<file path="src/rtl/spi_flash_reader.sv">
// Sequences a serial-flash READ frame (command, address, filler) into spi_master
// and forwards only payload bytes. Define FAST_READ_EN for 0x0B plus one dummy byte.
module spi_flash_reader #(
  parameter int         ADDR_W = 24,
  parameter int         LEN_W  = 8,
  parameter logic [7:0] FILL   = 8'hFF
) (
  input  logic              clock,
  input  logic              reset_n,
  input  logic              start,
  input  logic [ADDR_W-1:0] addr,
  input  logic [LEN_W-1:0]  len,
  output logic              busy,
  output logic              done,
  output logic [7:0]        m_data,
  input  logic              m_get,
  output logic              m_empty,
  input  logic [7:0]        m_out,
  input  logic              m_put,
  output logic [7:0]        rd_data,
  output logic              rd_valid,
  output logic [2:0]        dbg_state
);

  // Handshake: a byte moves to spi_master on a cycle with m_get=1 and m_empty=0;
  // the following byte is on m_data one cycle later. Each m_put delivers one
  // received byte; rd_valid is a single-cycle strobe with no backpressure.

  localparam int NAB = ADDR_W / 8;
`ifdef FAST_READ_EN
  localparam logic [7:0] CMD_BYTE = 8'h0B;
  localparam int         HDR      = 2 + NAB;
`else
  localparam logic [7:0] CMD_BYTE = 8'h03;
  localparam int         HDR      = 1 + NAB;
`endif
  localparam int CW  = LEN_W + 1;
  localparam int RXW = $clog2(HDR + (1 << LEN_W) + 1);
  localparam logic [RXW-1:0] HDR_R = RXW'(HDR);
  localparam logic [CW-1:0]  LAST_ADDR_IDX = CW'(NAB - 1);

  typedef enum logic [2:0] {
    S_IDLE  = 3'd0,
    S_CMD   = 3'd1,
    S_ADDR  = 3'd2,
`ifdef FAST_READ_EN
    S_DUMMY = 3'd5,
`endif
    S_FILL  = 3'd3,
    S_DRAIN = 3'd4
  } state_t;

  state_t            state_q, state_d;
  logic [ADDR_W-1:0] addr_q, addr_d;
  logic [CW-1:0]     len_q, len_d;
  logic [CW-1:0]     cnt_q, cnt_d;
  logic [RXW-1:0]    rx_cnt_q, rx_cnt_d;
  logic [7:0]        m_data_q, m_data_d;
  logic              m_empty_q, m_empty_d;
  logic              busy_q, busy_d;
  logic              done_q, done_d;
  logic [7:0]        rd_data_q, rd_data_d;
  logic              rd_valid_q, rd_valid_d;

  logic              consume;
  logic [RXW-1:0]    frame_len;

  assign consume   = m_get && !m_empty_q;
  assign frame_len = HDR_R + RXW'(len_q);

  always_comb begin
    state_d    = state_q;
    addr_d     = addr_q;
    len_d      = len_q;
    cnt_d      = cnt_q;
    rx_cnt_d   = rx_cnt_q;
    m_data_d   = m_data_q;
    m_empty_d  = m_empty_q;
    busy_d     = busy_q;
    done_d     = 1'b0;
    rd_data_d  = rd_data_q;
    rd_valid_d = 1'b0;

    // Received bytes: the first HDR are echoes of the header and are dropped.
    if (busy_q && m_put) begin
      rx_cnt_d = rx_cnt_q + RXW'(1);
      if (rx_cnt_q >= HDR_R) begin
        rd_data_d  = m_out;
        rd_valid_d = 1'b1;
      end
    end

    case (state_q)
      S_IDLE: begin
        if (start) begin
          addr_d    = addr;
          len_d     = {(len == '0), len};  // len=0 encodes 2^LEN_W
          cnt_d     = '0;
          rx_cnt_d  = '0;
          m_data_d  = CMD_BYTE;
          m_empty_d = 1'b0;
          busy_d    = 1'b1;
          state_d   = S_CMD;
        end
      end
      S_CMD: begin
        if (consume) begin
          m_data_d = addr_q[ADDR_W-1 -: 8];
          addr_d   = addr_q << 8;
          cnt_d    = '0;
          state_d  = S_ADDR;
        end
      end
      S_ADDR: begin
        if (consume) begin
          if (cnt_q == LAST_ADDR_IDX) begin
            m_data_d = FILL;
            cnt_d    = '0;
`ifdef FAST_READ_EN
            state_d  = S_DUMMY;
`else
            state_d  = S_FILL;
`endif
          end else begin
            m_data_d = addr_q[ADDR_W-1 -: 8];
            addr_d   = addr_q << 8;
            cnt_d    = cnt_q + CW'(1);
          end
        end
      end
`ifdef FAST_READ_EN
      S_DUMMY: begin
        if (consume) begin
          cnt_d   = '0;
          state_d = S_FILL;
        end
      end
`endif
      S_FILL: begin
        if (consume) begin
          cnt_d = cnt_q + CW'(1);
          if (cnt_d == len_q) begin
            m_empty_d = 1'b1;
            // A zero-latency master can deliver the final echo in this same cycle.
            if (rx_cnt_d == frame_len) begin
              done_d  = 1'b1;
              busy_d  = 1'b0;
              state_d = S_IDLE;
            end else begin
              state_d = S_DRAIN;
            end
          end
        end
      end
      S_DRAIN: begin
        if (rx_cnt_d == frame_len) begin
          done_d  = 1'b1;
          busy_d  = 1'b0;
          state_d = S_IDLE;
        end
      end
      default: begin
        state_d   = S_IDLE;
        m_empty_d = 1'b1;
        busy_d    = 1'b0;
      end
    endcase
  end

  always_ff @(posedge clock or negedge reset_n) begin
    if (!reset_n) begin
      state_q    <= S_IDLE;
      addr_q     <= '0;
      len_q      <= '0;
      cnt_q      <= '0;
      rx_cnt_q   <= '0;
      m_data_q   <= '0;
      m_empty_q  <= 1'b1;
      busy_q     <= 1'b0;
      done_q     <= 1'b0;
      rd_data_q  <= '0;
      rd_valid_q <= 1'b0;
    end else begin
      state_q    <= state_d;
      addr_q     <= addr_d;
      len_q      <= len_d;
      cnt_q      <= cnt_d;
      rx_cnt_q   <= rx_cnt_d;
      m_data_q   <= m_data_d;
      m_empty_q  <= m_empty_d;
      busy_q     <= busy_d;
      done_q     <= done_d;
      rd_data_q  <= rd_data_d;
      rd_valid_q <= rd_valid_d;
    end
  end

  assign busy      = busy_q;
  assign done      = done_q;
  assign m_data    = m_data_q;
  assign m_empty   = m_empty_q;
  assign rd_data   = rd_data_q;
  assign rd_valid  = rd_valid_q;
  assign dbg_state = state_q;

endmodule

</file>
<file path="config.mk">
export PLATFORM = sky130hd
export DESIGN_NAME = spi_flash_reader
export DESIGN_NICKNAME = d
export VERILOG_FILES = /design/src/rtl/spi_flash_reader.sv
export SDC_FILE = /design/constraint.sdc
export NUM_CORES = 1
export LEC_CHECK = 0
export ABC_AREA = 1
export CORE_ASPECT_RATIO = 0.7
export CORE_MARGIN = 10
export CORE_UTILIZATION = 48
export DETAILED_ROUTE_END_ITERATION = 10
export PLACE_DENSITY = 0.83
export SLEW_MARGIN = 20
export SYNTH_ARGS = -nofsm -noshare
export SYNTH_HDL_FRONTEND = slang
export SYNTH_SLANG_ARGS = --single-unit
</file>
<file path="constraint.sdc">
create_clock -name clock -period 2 [get_ports clock]
set_clock_uncertainty 0.1 [all_clocks]
set_input_delay 0.4 -clock clock [delete_from_list [all_inputs] [get_ports clock]]
set_output_delay 0.4 -clock clock [all_outputs]
set_load 0.02 [all_outputs]
</file>
==> qor.json <==
{
  "status": {
    "status": "finished with violations",
    "violated_checks": "negative setup slack"
  },
  "synth": {
    "seq_area_frac_synth_pct": 46.34,
    "post_synth_instance_area_um2": 3999,
    "synth.yosys.warnings": 0,
    "avgSynthCellArea_um2": 7.257,
    "synth_edf_count": 0,
    "yosys_register_bits": 74,
    "mapped_nets": 601,
    "yosys.cell_types.count": 32,
    "postSynthCellCount": 551,
    "synthArstFlopShare_pct": 100.0,
    "synth_flop_cell": "dfrtp_1"
  },
  "final_layout": {
    "number_of_nets_in_the_layout": 734,
    "final_core_utilization_pct": 74.03,
    "layout.filler_cells": 562,
    "area_growth_syn_to_layout_pct": 47.59,
    "final_common_cell": "nand2_1",
    "layout-drive-gt1-share_pct": 21.63,
    "regArea_um2": 1859,
    "most-common-layout-cells": "nand2_1, dfrtp_1, clkdlybuf4s50_1",
    "finalNonFillerCells": 790,
    "area_taken_by_multi_input_logic_gates_um2": 2064,
    "post-route-cell-area_um2": 5902,
    "antennaDiodeCount": 0
  },
  "cts": {
    "clock_tree.buffer_depth": 2,
    "clkLatencyLatePin_ps": 350,
    "cts_tree": "built",
    "clkSlewWorstSetupHoldPaths_ps": 60,
    "h_tree_depth": 3,
    "tritoncts.num_buffers": 9,
    "numClockSinks": 74,
    "cts.root.buffer_cell": "clkbuf_16"
  },
  "timing": {
    "report.final.hold_viol_count": 0,
    "setup_repair_after_global_routing_missed_its_margin": "true",
    "fmax_ghz": 0.4502,
    "post-route-min-period_ps": 2221,
    "period_share_pct": 111.1,
    "slew_violations": 0,
    "setup_ws_ps": -221.1,
    "timing_worst_slew_pin_value_ps": 406.9,
    "maxSlewHeadroom_pct": 72.87,
    "setup_viol": 17
  },
  "floorplan": {
    "io_pins": 68,
    "die-area_um2": 12440,
    "design.core.area_um2": 7973,
    "start_util_pct": 50.16,
    "std_cell_rows": 27,
    "die_width_um": 129.1,
    "die_h_um": 96.37
  },
  "detailed_routing": {
    "post_drt_via_cell_ratio": 5.430,
    "remaining_drc_errors": 0,
    "routed_wirelength_mm": 12.81,
    "route.vias.total": 4290,
    "detail-route-antenna-nets": 0,
    "detail_route.first_pass.iterations": 5,
    "wl_per_cell_um": 16.22,
    "drt_first_iter_violations": 539
  },
  "setup_path": {
    "cp_max_fo": 4,
    "timing_worst_setup_path_type": "reg -> reg",
    "rrSetupSlack_ps": -220,
    "worst_setup_path_start_kind": "register",
    "crit_path_end_kind": "register",
    "critPathRequiredTime_ps": 2140,
    "cp.arrival_ps": 2360
  },
  "place": {
    "placed_cells_incl_taps": 757,
    "preCtsSetupSlack_ps": -580.2,
    "port_buffers": 67,
    "placedInstanceArea_um2": 5164,
    "globalplace.congestion": 0.9278,
    "post-dp-hpwl_mm": 8.487
  },
  "global_routing": {
    "antenna_violations_before_repair": 0,
    "globalRouteOverflowTotal": 0,
    "grt_pass1_vias": 3862,
    "grt_util_all_layers_pct": 18.45,
    "first_pass_grt_wire_length_mm": 18.28,
    "grt_start_max_net_pins": 75
  },
  "hold_path": {
    "holdCritPathClass": "reg -> reg"
  },
  "pwr": {
    "share_seq_of_total_power_pct": 25.0,
    "pwr-share-comb_pct": 57.8,
    "p_int_uw": 5959,
    "power_leakage_uw": 0.002794,
    "power.ir.vdd_worst_uv": 956.8,
    "switching_share_pct": 42.95,
    "pwr_density_cell_nw_per_um2": 1770,
    "net-switching-power_uw": 4486,
    "power.clock.fraction_pct": 17.1
  },
  "job": {
    "max-cap-violations": 0
  }
}
metrics by stage:
step,TNS [ps],hold WS [ps],power [uW]
3_3_place_gp,-9613,356.0,7087
4_1_cts,-231.2,384.4,9190
3_5_place_dp,-13410,365.0,7275
5_1_grt,-3454,414.0,11100
2_1_floorplan,0,4.409,5268
6_report,-1159,379.9,10450
area by class of cell:
cell class / instances / area share [%]
multi-input combinational: 402 / 34.98
tap: 101 / 2.141
timing repair buffer: 133 / 21.60
inverter: 63 / 4.070
sequential: 74 / 31.50
timing repair inverter: 1 / 0.1272
clock buffer: 10 / 4.049
clock inverter: 6 / 1.526
metal layers:
metal	vias up	part of all wire, %	wire, um	track usage, %
met5	-	0	0	0
met1	2017	42	5399	24.03
met2	207	48	6165	28.98
li1	2044	-	-	-
met4	0	1.8	229	5.943
met3	22	7.9	1018	5.601
worst max-delay path, stage by stage (launching register included):
cell,delay [ps]
dfrtp_1,400
inv_1,80
ha_1,290
nand3_2,100
nand2_2,70
nand2_2,70
nand2_2,80
nor2_4,140
nand3_2,100
nor2_2,110
nand3_2,150
nand2_2,120
nand4_1,140
nand2_1,120
nand2_1,50
Yosys cell counts (4+ instances only):
master	number	area (um^2)
xor2_1	4	35.03
nand4_1	11	68.82
inv_1	61	229.0
o22ai_1	9	56.30
o21ai_0	24	120.1
nand3_1	41	205.2
ha_1	5	62.56
nor2_1	61	229.0
nand2_1	192	720.7
a31oi_1	14	87.58
clkbuf_1	6	22.52
dfrtp_1	73	1827
buf_2	6	30.03
nor3_1	7	35.03
a21oi_1	12	60.06
nor2_2	4	25.02
power by group through the flow:
stage	Clock, uW	Sequential (uW)	Combinational, uW
CTS	1800	2540	4860
finish	1790	2620	6040
detailed placement	0	2550	4730
global placement	0	2520	4570
floorplan	0	2680	2590
global route	1860	2670	6570
worst paths after layout:
path / from / cells past startpoint / to
worst max-delay path: rx_cnt_q[0] / 14 / dbg_state[1]
worst min-delay path: rd_data[0] / 2 / rd_data[0]
worst max register to register: rx_cnt_q[0] / 14 / dbg_state[1]
worst min register to register: rd_data[0] / 2 / rd_data[0]
max in group asynchronous: reset_n / 3 / cnt_q[0]
min in group asynchronous: reset_n / 3 / rd_data[0]
cell families (layout without fill, tap and decap cells):
logic type,count (synthesis),after routing,share of synthesized area (%)
buffers and inverters,75,213,7.228
xor gates and xnor gates,5,5,1.439
AOI/OAI and AO/OA,66,66,9.293
and+or+nand+nor,326,326,34.14
DFF,74,74,46.34
adders and majority gates,5,5,1.564
repair_timing:
action	4_1_cts	5_1_grt
hold buffers	1	0
buffers inserted	1	12
pin swaps	5	27
endpoints found under the setup margin	25	43
endpoints found under the hold margin	15	0
gates resized for setup	21	58
gates cloned	0	3
registers in the layout (all words and copies together), names as in the netlist:
register / cells
cnt_q: 9
dbg_state: 3
rd_valid: 1
m_data: 8
len_q: 9
m_empty: 1
busy: 1
addr_q: 24
rx_cnt_q: 9
rd_data: 8
done: 1
No activity file was read; power rests on OpenSTA's default activity.
